$ cat src/rtl/image_pkg.sv
// Shared constants, pixel type and sweep FSM states for the image stream reader.
package image_pkg;

  localparam int IMG_NUM_PIXELS = 160000;
  localparam int IMG_WIDTH      = 400;
  localparam int IMG_HEIGHT     = 400;
  localparam int IMG_ADDR_W     = 18;

  typedef logic [7:0] pixel_t;

  typedef enum logic [1:0] {IDLE, FETCH, DRAIN} stream_state_t;

endpackage

$ cat src/rtl/pixel_fifo2.sv
// Two-entry pixel buffer between the memory read port and the output stream.
// The head entry stays put until popped, so a stalled consumer sees stable data.
module pixel_fifo2
  import image_pkg::*;
(
  input  logic       clk,
  input  logic       rst,
  input  logic       push,
  input  logic [7:0] push_data,
  input  logic       push_last,
  input  logic       pop,
  output logic [1:0] count,
  output logic [7:0] head_data,
  output logic       head_last
);

  pixel_t     data_reg [2];
  logic [1:0] last_reg;
  logic       wr_ptr_reg;
  logic       rd_ptr_reg;
  logic [1:0] count_reg;

  always_ff @(posedge clk or posedge rst) begin
    if (rst) begin
      data_reg[0] <= '0;
      data_reg[1] <= '0;
      last_reg    <= '0;
      wr_ptr_reg  <= 1'b0;
      rd_ptr_reg  <= 1'b0;
      count_reg   <= 2'd0;
    end else begin
      if (push) begin
        data_reg[wr_ptr_reg] <= push_data;
        last_reg[wr_ptr_reg] <= push_last;
        wr_ptr_reg           <= ~wr_ptr_reg;
      end
      if (pop) begin
        rd_ptr_reg <= ~rd_ptr_reg;
      end
      case ({push, pop})
        2'b10:   count_reg <= count_reg + 2'd1;
        2'b01:   count_reg <= count_reg - 2'd1;
        default: count_reg <= count_reg;
      endcase
    end
  end

  assign count     = count_reg;
  assign head_data = data_reg[rd_ptr_reg];
  // A stale last flag must not leak out once the buffer has emptied.
  assign head_last = last_reg[rd_ptr_reg] & (count_reg != 2'd0);

endmodule

$ cat src/rtl/image_stream_reader.sv
// Sweeps the image memory 0..NUM_PIXELS-1 and streams pixels over valid/ready.
// Optional pixel coordinate outputs are enabled with IMAGE_STREAM_COORDS_EN.
module image_stream_reader #(
  parameter int NUM_PIXELS = image_pkg::IMG_NUM_PIXELS,
  parameter int IMG_WIDTH  = image_pkg::IMG_WIDTH,
  parameter int ADDR_W     = image_pkg::IMG_ADDR_W
) (
  input  logic              clk,
  input  logic              rst,
  input  logic              start,
  output logic              busy,
  output logic              done,
  output logic [ADDR_W-1:0] mem_a,
  input  logic [7:0]        mem_rd,
  output logic [7:0]        pix_data,
  output logic              pix_valid,
  input  logic              pix_ready,
  output logic              pix_last
`ifdef IMAGE_STREAM_COORDS_EN
  ,
  output logic [8:0]        pix_x,
  output logic [8:0]        pix_y
`endif
);
  import image_pkg::*;

  stream_state_t     state_reg;
  logic [ADDR_W-1:0] rd_addr_reg;
  logic [ADDR_W-1:0] mem_a_reg;
  logic              inflight_reg;
  logic              inflight_last_reg;
  logic              busy_reg;
  logic              done_reg;

  logic [1:0]        count;
  pixel_t            head_data;
  logic              head_last;
  logic              pop;
  logic              issue;
  logic              last_addr;
  logic              accept_start;
  logic [2:0]        occupancy;

  assign pix_valid    = (count != 2'd0);
  assign pop          = pix_valid & pix_ready;
  // Occupancy the buffer will have after this edge; a read issued now lands one edge later.
  assign occupancy    = 3'(count) + 3'(inflight_reg) - 3'(pop);
  assign issue        = (state_reg == FETCH) && (occupancy < 3'd2);
  assign last_addr    = (rd_addr_reg == ADDR_W'(NUM_PIXELS - 1));
  assign accept_start = (state_reg == IDLE) && start && !done_reg;
  assign mem_a        = issue ? rd_addr_reg : mem_a_reg;

  always_ff @(posedge clk or posedge rst) begin
    if (rst) begin
      state_reg         <= IDLE;
      rd_addr_reg       <= '0;
      mem_a_reg         <= '0;
      inflight_reg      <= 1'b0;
      inflight_last_reg <= 1'b0;
      busy_reg          <= 1'b0;
      done_reg          <= 1'b0;
    end else begin
      done_reg          <= 1'b0;
      inflight_reg      <= issue;
      inflight_last_reg <= issue && last_addr;
      if (issue) begin
        mem_a_reg <= rd_addr_reg;
        if (!last_addr) begin
          rd_addr_reg <= rd_addr_reg + ADDR_W'(1);
        end
      end
      case (state_reg)
        IDLE: begin
          if (accept_start) begin
            state_reg   <= FETCH;
            rd_addr_reg <= '0;
            busy_reg    <= 1'b1;
          end
        end
        FETCH: begin
          if (issue && last_addr) begin
            state_reg <= DRAIN;
          end
        end
        DRAIN: begin
          if (pop && head_last) begin
            state_reg <= IDLE;
            busy_reg  <= 1'b0;
            done_reg  <= 1'b1;
          end
        end
        default: state_reg <= IDLE;
      endcase
    end
  end

  pixel_fifo2 u_fifo (
    .clk       (clk),
    .rst       (rst),
    .push      (inflight_reg),
    .push_data (mem_rd),
    .push_last (inflight_last_reg),
    .pop       (pop),
    .count     (count),
    .head_data (head_data),
    .head_last (head_last)
  );

  assign pix_data = head_data;
  assign pix_last = head_last;
  assign busy     = busy_reg;
  assign done     = done_reg;

`ifdef IMAGE_STREAM_COORDS_EN
  logic [8:0] x_reg;
  logic [8:0] y_reg;

  always_ff @(posedge clk or posedge rst) begin
    if (rst) begin
      x_reg <= '0;
      y_reg <= '0;
    end else if (accept_start) begin
      x_reg <= '0;
      y_reg <= '0;
    end else if (pop) begin
      if (x_reg == 9'(IMG_WIDTH - 1)) begin
        x_reg <= '0;
        y_reg <= y_reg + 9'd1;
      end else begin
        x_reg <= x_reg + 9'd1;
      end
    end
  end

  assign pix_x = x_reg;
  assign pix_y = y_reg;
`endif

endmodule

$ cat config.mk
export PLATFORM = sky130hd
export DESIGN_NAME = image_stream_reader
export DESIGN_NICKNAME = d
export VERILOG_FILES = /design/src/rtl/image_pkg.sv /design/src/rtl/pixel_fifo2.sv /design/src/rtl/image_stream_reader.sv
export SDC_FILE = /design/constraint.sdc
export NUM_CORES = 1
export LEC_CHECK = 0
export BUFFER_PORTS_ARGS = -buffer_cell sky130_fd_sc_hd__clkbuf_2
export CORE_ASPECT_RATIO = 1.1
export CORE_UTILIZATION = 45
export CTS_BUF_LIST = sky130_fd_sc_hd__clkbuf_8
export CTS_CLUSTER_DIAMETER = 80
export DETAILED_ROUTE_END_ITERATION = 7
export MAX_ROUTING_LAYER = met4
export PLACE_DENSITY = 0.69
export SYNTH_ARGS = -nofsm -noshare
export SYNTH_HDL_FRONTEND = slang
export SYNTH_SLANG_ARGS = --single-unit
$ cat constraint.sdc
create_clock -name clk -period 3.2 [get_ports clk]
set_input_delay 0.48 -clock clk [delete_from_list [all_inputs] [get_ports clk]]
set_output_delay 0.48 -clock clk [all_outputs]
set_load 0.05 [all_outputs]
Word level (Yosys, flattened, before mapping) --
Index checks and enable logic that the tools add are counted.
Storage, ports and cells: logic and storage cells 79, output and inout bits 30, register bits after elaboration 64, bits of input ports 12
Operators by class: add/subtract/negate cells 5, reduce and logical (&&, ||, !) cells 14, order comparisons 7, equality and inequality tests 8, multiplexer cells 26, bitwise logic cells 6
Operators by type and width (number):
- 2-to-1 mux 18 bit | 5
- 2-to-1 mux 8 bit | 4
- adder 18 x 1 -> 18 bit (second input constant) | 1
- == test 18 bit (second input constant) | 1
- bitwise mux 16 bit | 1
- demux 8 bit (select 1 bit) | 1
- logical AND 1 bit | 7
- 2-to-1 mux 1 bit | 7
- 2-to-1 mux 2 bit | 3
- one-hot mux 2 bit (3 select lines) | 1
- AND reduction 3 bit | 2
- nonzero test 2 bit | 3
- == test 2 x 1 -> 1 bit (second input constant) | 2
- == test 2 bit (second input constant) | 2
- >= comparator 2 bit (second input constant) | 2
- < comparator 1 x 2 -> 1 bit (second input constant) | 2
- != test 2 bit (second input constant) | 2
- NOT 1 -> 2 bit | 2
- one-hot mux 2 bit (2 select lines) | 1
- adder 2 x 1 -> 3 bit | 1
- < comparator 3 x 2 -> 1 bit (second input constant) | 1
- subtractor 3 x 1 -> 3 bit | 1
- adder 2 x 1 -> 2 bit (second input constant) | 1
- bitwise AND 1 bit | 2
- 10 further kinds | 11

Depth between registers and ports, before layout --
Gate-level depths: netlist of the first run.
depth in word-level cells 8, mapped depth 10, depth with buffers taken out 9

Cells and area by module --
From an unflattened synthesis of the first run, not the netlist that was laid out.
Unflattened totals: cells, all modules 235, area total of the unflattened synthesis 2914.0 µm²
Modules (own cells, without submodules):
- image_stream_reader | cells an instance 172, area an instance 1963.1 µm², sequential area each 1051.0 µm², instances 1
- pixel_fifo2 | cells an instance 63, area an instance 950.9 µm², sequential area each 550.5 µm², instances 1

Least setup slack after synthesis of the first run --
Ideal clock, no wire load.
path type input to output, start point in pix_ready, end point out mem_a[0], buffers on the path 1, data required time 2720 ps, setup slack 313 ps, data arrival time 2407 ps, stages 8, path through nand2b_1 -> nor2_1 -> o21ai_0 -> fa_1 -> nand3b_1 -> nor2_2 -> buf_2 -> mux2_2
Between the ends: cells in the longest elaborated chain, start to end 5
Ends and longest elaborated chain:
- start, declared | line image_stream_reader.sv:17 | input logic pix_ready,
- bitwise AND 1 bit | line image_stream_reader.sv:45 | assign pop = pix_valid & pix_ready;
- subtractor 3 x 1 -> 3 bit | line image_stream_reader.sv:47 | assign occupancy = 3'(count) + 3'(inflight_reg) - 3'(pop);
- < comparator 3 x 2 -> 1 bit | line image_stream_reader.sv:48 | assign issue = (state_reg == FETCH) && (occupancy < 3'd2);
- logical AND 1 bit | line image_stream_reader.sv:48
- 2-to-1 mux 18 bit
- end, declared | line image_stream_reader.sv:13 | output logic [ADDR_W-1:0] mem_a,
No other way between the ends.

Worst setup path after layout of the first run --
start point reg u_fifo.count_reg[0] (netlist: u_fifo.count[0]), end point out mem_a[13]
Between the ends: cells in the longest elaborated chain, start to end 6, elaborated cells on any way between the ends 7, those cells by class add/sub (2); order compare (1); mux (1); bitwise (1); reduce/logical (2)
Ends and longest elaborated chain:
- start, declared | line pixel_fifo2.sv:21 | logic [1:0] count_reg;
- start signal, assigned | line pixel_fifo2.sv:41 | 2'b10: count_reg <= count_reg + 2'd1;
- start signal, assigned | line pixel_fifo2.sv:42 | 2'b01: count_reg <= count_reg - 2'd1;
- start signal, assigned | line pixel_fifo2.sv:43 | default: count_reg <= count_reg;
- branches (longest 2 deep; another with adder 2 x 1 -> 3 bit)
- subtractor 3 x 1 -> 3 bit (*) | line image_stream_reader.sv:47
- < comparator 3 x 2 -> 1 bit (*) | line image_stream_reader.sv:48
- logical AND 1 bit (*) | line image_stream_reader.sv:48
- 2-to-1 mux 18 bit (*)
Mark *: on every way between the ends.

==> results of run 1 <==
==> cell type report <==
class | instances | share of cell area, %
well taps | 80 | 2.74
clock buffers | 10 | 3.76
flip-flops and latches | 64 | 43.8
multi-input cells | 151 | 35.0
repair buffers | 52 | 12.4
inverters | 7 | 0.718
clock inverters | 5 | 1.61
==> worst max-delay path by stage <==
stage                          startpoint   endpoint  slack (ns)  depth (start not counted)
final                     u_fifo.count[0]  mem_a[13]        0.09                          9
after detailed placement        pix_ready  mem_a[11]        0.17                          9
after global routing      u_fifo.count[0]  mem_a[11]       -0.05                          9
after global placement          pix_ready   mem_a[0]        0.19                          9
after CTS                 u_fifo.count[0]  mem_a[11]      -0.006                          9
after floorplan                 pix_ready   mem_a[0]        0.31                          8
==> cell families after synthesis <==
kind of cell / count (synthesis) / synth area share (%)
AND/OR/NAND/NOR: 67 / 14.3
flip-flops: 64 / 55.4
multiplexers: 45 / 17.5
AO/OA/AOI/OAI: 25 / 5.67
buffers and inverters: 15 / 2.34
XOR/XNOR: 12 / 3.64
adder cells (fa/ha/maj): 2 / 1.13
==> metal layers <==
| metal | up-vias | wire length, µm | share of wire (%) |
|---|---|---|---|
| met4 | 0 | 103 | 1.9 |
| li1 | 931 | - | - |
| met1 | 970 | 2430 | 45 |
| met5 | - | 0 | 0 |
| met2 | 32 | 2640 | 49 |
| met3 | 9 | 213 | 4.0 |
==> power by group <==
part	leakage [µW]	total (µW)	switching (µW)	internal, µW
clock network	0.0000997	693	317	376
registers	0.000827	1140	137	1000
logic	0.000774	1740	1000	734
total	0.00170	3570	1460	2110
==> per-stage QoR <==
| step | TNS (ns) | total power, µW | util (%) |
|---|---|---|---|
| final | 0 | 3570 | 59.1 |
| after global routing | -0.186 | 3760 | 59.1 |
| after CTS | -0.0183 | 3350 | 55.6 |
| after detailed placement | 0 | 2650 | 51.8 |
| after global placement | 0 | 2620 | 51.8 |
| after floorplan | 0 | 2340 | - |
==> placed cells by master, fill, tap and decap left out, drive strengths merged, types with 2 or more instances in the layout <==
cell and instances:
or2 2, nand3 12, mux2 44, nand4 6, a21oi 4, or3 3, o211ai 5, xor2 10
and2 2, nor2 15, clkinv 2, xnor2 2, nand2 8, o31ai 2, nor4 5, dfrtp 64
nor2b 3, o21ai 12, nand2b 3, and3 2, inv 8, clkbuf 34, buf 28
==> timing repair <==
action | in CTS | in global routing
setup buffers | 0 | 4
gates resized for setup | 14 | 67
pin swaps | 0 | 2
setup endpoints to repair | 18 | 18
cloned | 0 | 1
==> worst register-to-register path, delay by kind of cell (launching register included) <==
| kind | cells | cell delay [ns] |
|---|---|---|
| AND/OR/NAND/NOR | 5 | 1.05 |
| adder cells (fa/ha/maj) | 1 | 0.49 |
| flip-flops | 1 | 0.39 |
| AO/OA/AOI/OAI | 3 | 0.39 |
| buffers and inverters | 2 | 0.31 |
==> impl_metrics.csv, run 1 <==
group,metric,value,unit
synth,yosysSeqAreaShare,55.4,%
place,port_buffers,41,
synth,yosysTopAreaCell,"dfrtp_1",
sta,finalCriticalPeriod,3.11,ns
sta,tightest_slew,0.986,ns
floorplan,rows,30,
critical_path,crit_top_cell,"nor2_4",
critical_path,worstPathBufferInverterCount,2,
clocking,clk_latency,0.35,ns
critical_path,rr_worst_depth,11,
detailed_routing,vias,1942,
critical_path,worstPathCellList,"nand2b_4, nor2_4, o21ai_1, fa_1, nand3b_1, nor2_4, clkbuf_16, mux2_2, buf_6",
critical_path,r2r_start,"u_fifo.count[0]",
clocking,hold_buffers,0,
power,power.density,976,nW/µm²
place,pre_cts_ws,0.168,ns
synth,ys_ff_latch,64,
clocking,htreeDepth,3,
sta,post-route-period-util,97.3,%
clocking,cts_tree,"built",
synth,yosysMostFrequentCell,"dfrtp_1",
detailed_routing,drc,0,
place,numPlacedInstances,349,
sta,hold-worst-slack,0.342,ns
power,leakage,0.00170,µW
power,vdd_drop_max,0.773,mV
critical_path,worstReg2RegEnd,"rd_addr_reg[7]",
synth,synth_ff_type,"dfrtp_1",
critical_path,regToRegSetupSlack,0.44,ns
status,status,"finished clean",
clocking,cts_buffer_depth,2,
synth,synthesis.area,2890,µm²
worst_hold_path,hp-class,"primary input to asynchronous set/reset pin",
finish,area_growth,26.6,%
global_routing,gr-usage-all-layers,18.1,%
sta,max_slew_margin,34.1,%
detailed_routing,drtIter0Drc,62,
finish,fin_area,3660,µm²
finish,fin_nets,299,
sta,worst_clock_skew,0.0118,ns
finish,multiInputGateArea,1280,µm²
floorplan,start_util,46.6,%
synth,syn_avg_cell_area,12.6,µm²
sta,hold_viol_final,0,
detailed_routing,totalWireLength,5.39,mm
global_routing,gr-total-overflow,0,
global_routing,top_usage_layer,"met2",
global_routing,grt_pass1_wl,8.87,mm
finish,antennaDiodeCount,0,
finish,nFillCells,511,
synth,yosys.area.top_type_share,55.4,%
synth,synth-edff-count,0,
global_routing,antenna_found_initial,0,
synth,synth_common_cells,"dfrtp_1 (64), mux2_2 (44), nor2_1 (14)",
global_routing,grt_max_degree,49,
floorplan,dieArea,6740,µm²
detailed_routing,vias_per_cell,5.26,
detailed_routing,ant_nets,0,
synth,synth_area_leaders,"dfrtp_1 (55%), mux2_2 (17%), xor2_1 (3.0%), nand3_1 (2.1%), nor2_1 (1.8%)",
synth,synthesis.nets,244,
sta,fin_ws,0.0872,ns
flow_run,maxCapViolCount,0,
floorplan,core_area,6190,µm²
synth,synth.distinct_cells,43,
finish,ff_latch_area,1600,µm²
floorplan,die_x,78.4,µm
sta,slew_viol_final,0,
place,placed_cell_area,3210,µm²
critical_path,cp-end-kind,"output pin",
place,hpwlAfterDp,3.45,mm
critical_path,critPathKind,"flop to output pin",
finish,drive_above_1_share,44.6,%
global_routing,grt_pass1_vias,1913,
synth,syn_inst,230,
clocking,root_buffer,"clkbuf_8",
place,place.gp.congestion,0.824,
critical_path,slowest_stage,"fa_1",
critical_path,max_stage_delay,0.49,ns
synth,async_reset_ff_share,100,%
floorplan,die_y,86.0,µm
sta,fmax,321,MHz
floorplan,ioPinCount,42,
sta,setup_viol,0,
critical_path,crit_path_max_fanout,7,
critical_path,critPathTopFamily,"simple AND/OR/NAND/NOR gates",
synth,yosysWarnings,0,
global_routing,grtUsageMet2,28.6,%
global_routing,met1_usage,21.1,%
clocking,clkTransAtPathRegs,0.07,ns
clocking,clock-sinks,64,
detailed_routing,avgRoutedWirePerCell,14.6,µm
detailed_routing,drt_first_pass_iters,4,
clocking,cts_inserted_buffers,9,
sta,rsz0062_at_grt,"true",
global_routing,use_met3,5.85,%
critical_path,required,2.72,ns
finish,layoutNonFillerInstCount,369,
critical_path,arrival,2.63,ns
critical_path,worstSetupStartpointType,"flop",
Power figures use the tool's default switching activity.
==> inputs of run 2 (changes only) <==
- ABC_AREA: not set -> 1
==> impl_metrics.csv, run 2 <==
group,metric,value,unit
detailed_routing,drc,0,
clocking,hold_buffers,0,
finish,multiInputGateArea,1530,µm²
synth,yosysTopAreaCell,"dfrtp_1",
finish,layout_commonest_cell,"nand2_1",
critical_path,rr_worst_depth,17,
finish,drive_above_1_share,26.5,%
floorplan,start_util,47.4,%
critical_path,crit_path_max_fanout,6,
detailed_routing,avgRoutedWirePerCell,14.0,µm
finish,antennaDiodeCount,0,
sta,hold_viol_final,0,
synth,syn_avg_cell_area,7.72,µm²
critical_path,required,2.72,ns
critical_path,worstSetupStartpointType,"flop",
place,hpwlAfterDp,5.23,mm
synth,synthesis.nets,429,
clocking,cts_tree,"built",
finish,layout_common_cells,"nand2_1 (135), dfrtp_1 (64), inv_1 (35), nor2_1 (35), nand3_1 (27)",
sta,slew_viol_final,0,
global_routing,gr-total-overflow,0,
global_routing,antenna_found_initial,0,
power,vdd_drop_max,0.933,mV
critical_path,critPathKind,"flop to output pin",
place,port_buffers,41,
flow_run,maxCapViolCount,0,
synth,synth_compound_area_share,8.87,%
finish,nFillCells,582,
floorplan,die_x,82.4,µm
finish,ff_latch_area,1600,µm²
detailed_routing,totalWireLength,7.80,mm
critical_path,cp-end-kind,"output pin",
finish,fin_nets,488,
critical_path,r2r_start,"u_fifo.count[0]",
synth,synth_top_family_by_area,"simple AND/OR/NAND/NOR gates",
detailed_routing,drtIter0Drc,164,
sta,finalCriticalPeriod,3.17,ns
place,numPlacedInstances,532,
sta,max_slew_margin,56.1,%
status,status,"finished clean",
synth,synthesis.area,3200,µm²
floorplan,ioPinCount,42,
synth,yosysWarnings,0,
place,place.gp.congestion,0.897,
critical_path,worstReg2RegEnd,"rd_addr_reg[8]",
power,power.total,4640,µW
finish,area_growth,29.0,%
global_routing,grt_pass1_wl,12.1,mm
detailed_routing,drt_first_pass_iters,5,
synth,synth-xor-area-share,0.821,%
clocking,root_buffer,"clkbuf_8",
global_routing,grt_max_degree,28,
clocking,cts_inserted_buffers,9,
synth,ys_ff_latch,64,
floorplan,rows,31,
synth,async_reset_ff_share,100,%
detailed_routing,ant_nets,0,
sta,rsz0062_at_grt,"true",
global_routing,grt_pass1_vias,2647,
critical_path,arrival,2.69,ns
synth,synth.distinct_cells,29,
worst_hold_path,hp-class,"primary input to asynchronous set/reset pin",
detailed_routing,vias,2853,
clocking,clkTransAtPathRegs,0.07,ns
sta,worst_clock_skew,0.00707,ns
power,leakage,0.00205,µW
global_routing,gr-usage-all-layers,22.3,%
floorplan,die_y,90.5,µm
synth,synthAdderAreaFrac,1.02,%
clocking,clk_latency,0.35,ns
finish,layoutNonFillerInstCount,558,
sta,fmax,316,MHz
synth,synth-edff-count,0,
synth,synth_ff_type,"dfrtp_1",
synth,synth_area_leaders,"dfrtp_1 (50%), nand2_1 (17%), inv_1 (4.5%), nand3_1 (4.2%), nor2_1 (4.1%)",
power,power.density,1120,nW/µm²
sta,setup_viol,0,
place,pre_cts_ws,0.162,ns
synth,yosysSeqAreaShare,50.0,%
sta,tightest_slew,0.658,ns
sta,hold-worst-slack,0.100,ns
clocking,clock-sinks,64,
synth,yosys.area_share.simple,31.8,%
synth,yosys.area.top_type_share,50.0,%
floorplan,core_area,6750,µm²
clocking,cts_buffer_depth,2,
floorplan,dieArea,7460,µm²
synth,yosysMostFrequentCell,"nand2_1",
clocking,htreeDepth,3,
synth,syn_inst,415,
synth,synth_common_cells,"nand2_1 (148), dfrtp_1 (64), inv_1 (38)",
synth,post_synth_mux_area_share,0,%
critical_path,regToRegSetupSlack,0.60,ns
sta,post-route-period-util,99.0,%
detailed_routing,vias_per_cell,5.11,
sta,fin_ws,0.0329,ns
## run 2: cell types whose count changed after synthesis, sizes merged, moves of 4 or more
cell,previous run,this run
nand2,8,155
mux2,44,0
inv,7,44
nor2,15,44
o21ai,12,37
nand3,12,28
a21oi,4,16
xor2,10,2
buf,4,10
nor4,5,0
o211ai,5,1
## run 2: layout make-up
type,instances,share of cell area (%)
inverter,44,4.30
tap,82,2.48
timing repair buffer,58,13.6
multi-input combinational,297,37.0
sequential,64,38.8
clock buffer,11,3.66
clock inverter,2,0.212
## run 2: routing by layer
layer  vias to the layer above  GRT usage [%]  share of wire [%]
li1                       1425              -                  -
met4                         0           9.36                1.9
met2                        65           35.1                 50
met3                        13           5.45                4.1
met5                         -              -                  0
met1                      1350           26.9                 44
## run 2: logic make-up (layout without fill, tap and decap cells)
family | after synthesis | count (layout)
buffers and inverters | 55 | 115
adders and majority gates | 2 | 2
xor gates and xnor gates | 3 | 3
DFF | 64 | 64
and+or+nand+nor | 236 | 237
AOI/OAI and AO/OA | 55 | 55
## run 2: timing repair
item,4_1_cts,5_1_grt
setup buffers,3,6
setup endpoints to repair,16,18
cloned,0,4
resized for setup,19,54
pin swaps,1,6
## run 2: worst max path at each step
stage | start | end | slack, ns | depth (start not counted)
after global placement | pix_ready | mem_a[17] | 0.25 | 13
after global routing | u_fifo.count[0] | mem_a[9] | -0.09 | 14
after detailed placement | pix_ready | mem_a[14] | 0.16 | 14
final | u_fifo.count[0] | mem_a[9] | 0.03 | 14
after floorplan | u_fifo.count[1] | mem_a[10] | 0.08 | 13
after CTS | u_fifo.count[0] | mem_a[10] | 0.03 | 13
## run 2: stage by stage
step / utilization, % / area, µm² / setup TNS [ns]
after floorplan: - / 3250 / 0
after global placement: 53.3 / 3600 / 0
after detailed placement: 53.3 / 3600 / 0
after CTS: 57.1 / 3850 / 0
after global routing: 61.2 / 4130 / -0.852
final: 61.2 / 4130 / 0
## run 2: where the power goes
group	internal, µW	switching (µW)	total (µW)
Clock	306	295	601
Sequential	1030	172	1210
Combinational	996	1830	2830
## run 2: worst max-delay path: stages (launching register included)
cell and delay [ns]:
dfrtp_1 0.38, inv_2 0.08, nand2_2 0.08, nand2_2 0.08, inv_2 0.08, nand2_4 0.06
o21ai_4 0.07, nand2_2 0.07, fa_1 0.50, inv_2 0.05, nor2_4 0.20, nand2_8 0.14
clkbuf_16 0.20, o21ai_4 0.17, buf_8 0.16
==> inputs of run 3 (changes only) <==
- REMOVE_ABC_BUFFERS: not set -> 1
- SKIP_LAST_GASP: not set -> 1
- SLEW_MARGIN: not set -> 20
==> impl_metrics.csv, run 3 (same netlist as run 2, synthesis figures left out) <==
group,metric,value,unit
status,status,"finished clean",
finish,layout_common_cells,"nand2_1 (142), dfrtp_1 (64), inv_1 (37)",
place,place.gp.congestion,0.865,
sta,rsz0062_at_grt,"true",
finish,drive_above_1_share,23.2,%
critical_path,worstSetupStartpointType,"flop",
detailed_routing,totalWireLength,7.35,mm
sta,tightest_slew,0.631,ns
clocking,htreeDepth,3,
sta,setup-tns-final,0,ns
clocking,hold_buffers,0,
sta,worst_clock_skew,0.00769,ns
detailed_routing,avgRoutedWirePerCell,13.2,µm
sta,post-route-period-util,95.6,%
clocking,clock-sinks,64,
detailed_routing,drtIter0Drc,185,
critical_path,r2r_start,"u_fifo.count[0]",
critical_path,startpoint,"u_fifo.count[0]",
place,pre_cts_ws,0.130,ns
sta,hold_viol_final,0,
power,vdd_drop_max,0.789,mV
sta,setup_viol,0,
power,power.density,1120,nW/µm²
detailed_routing,drc,0,
clocking,root_buffer,"clkbuf_8",
finish,antennaDiodeCount,0,
global_routing,antenna_found_initial,0,
critical_path,crit_path_max_fanout,8,
place,hpwlAfterDp,4.82,mm
finish,area_growth,23.6,%
clocking,cts_tree,"built",
floorplan,die_y,90.5,µm
power,leakage,0.00200,µW
critical_path,max_stage_delay,0.50,ns
floorplan,start_util,47.4,%
critical_path,critPathKind,"flop to output pin",
finish,fin_util,58.6,%
sta,fin_ws,0.141,ns
finish,layoutNonFillerInstCount,557,
sta,max_slew_margin,57.9,%
detailed_routing,drt_first_pass_iters,4,
sta,slew_viol_final,0,
sta,fmax,327,MHz
place,placed_cell_area,3560,µm²
global_routing,gr-total-overflow,0,
detailed_routing,ant_nets,0,
global_routing,grt_pass1_wl,12.5,mm
finish,multiInputGateArea,1440,µm²
critical_path,arrival,2.58,ns
floorplan,die_x,82.4,µm
finish,ff_latch_area,1600,µm²
detailed_routing,vias,2822,
finish,fin_nets,486,
finish,fin_area,3960,µm²
critical_path,worstPathCellList,"inv_2, nand2_2, nand2_1, inv_1, nand2_2, o21ai_2, nand2_1, fa_1, inv_2, nor2_4, buf_12, nand2_8, o21ai_0, buf_4",
worst_hold_path,hp-class,"primary input to asynchronous set/reset pin",
clocking,cts_inserted_buffers,9,
floorplan,rows,31,
critical_path,slowest_stage,"fa_1",
place,numPlacedInstances,537,
flow_run,maxCapViolCount,0,
global_routing,gr-usage-all-layers,22.7,%
finish,layout_commonest_cell,"nand2_1",
global_routing,grt_max_degree,65,
detailed_routing,vias_per_cell,5.07,
sta,finalCriticalPeriod,3.06,ns
clocking,clk_latency,0.33,ns
clocking,cts_buffer_depth,2,
place,port_buffers,41,
floorplan,core_area,6750,µm²
floorplan,dieArea,7460,µm²
global_routing,grt_pass1_vias,2724,
floorplan,ioPinCount,42,
finish,nFillCells,625,
critical_path,required,2.72,ns
critical_path,cp-end-kind,"output pin",
clocking,clkTransAtPathRegs,0.06,ns
run 3: where the power goes:
group | switching [µW] | leakage (µW) | internal, µW
Sequential | 169 | 0.000821 | 1030
Clock | 281 | 0.0000969 | 331
Combinational | 1760 | 0.00108 | 846
Total | 2210 | 0.00200 | 2210
run 3: area by class of cell:
class	count	area share, %
Sequential cell	64	40.5
Multi-Input combinational cell	298	36.5
Timing Repair Buffer	55	11.6
Inverter	44	4.49
Clock buffer	12	4.17
Tap cell	82	2.59
Clock inverter	2	0.190
run 3: layer usage:
metal	global-route usage, %	up-vias	share of wire (%)
li1	-	1422	-
met1	28.1	1323	45
met2	34.8	61	48
met3	3.74	16	4.7
met4	12.4	0	2.6
met5	-	-	0
run 3: path summary, 6_finish.rpt:
| path | to | slack [ns] | cells after the start |
|---|---|---|---|
| max in group asynchronous | mem_a_reg[1] | 2.74 | 3 |
| max | mem_a[6] | 0.14 | 14 |
| min in group clk | u_fifo.data_reg[15] | 0.39 | 3 |
| min | u_fifo.data_reg[6] | 0.19 | 3 |
| max reg2reg | rd_addr_reg[8] | 0.69 | 18 |
| min reg2reg | mem_a_reg[1] | 0.48 | 2 |
run 3: per-stage QoR:
stage | total power (µW) | hold WS, ns
6_report | 4420 | 0.189
5_1_grt | 4730 | 0.219
4_1_cts | 4280 | 0.197
3_5_place_dp | 3290 | 0.463
3_3_place_gp | 3250 | 0.457
2_1_floorplan | 2700 | 0.453
run 3: worst max-delay path: cells and delay by family (launching register included):
family / cells / cell delay, ns
AND/OR/NAND/NOR: 6 / 0.49
buffers and inverters: 5 / 0.58
adder cells (fa/ha/maj): 1 / 0.50
AO/OA/AOI/OAI: 2 / 0.31
flip-flops: 1 / 0.37
run 3: timing repair:
action / 4_1_cts / 5_1_grt
resized for setup: 21 / 53
setup endpoints to repair: 18 / 18
setup buffers: 2 / 2
pin swaps: 2 / 0
cloned: 2 / 0
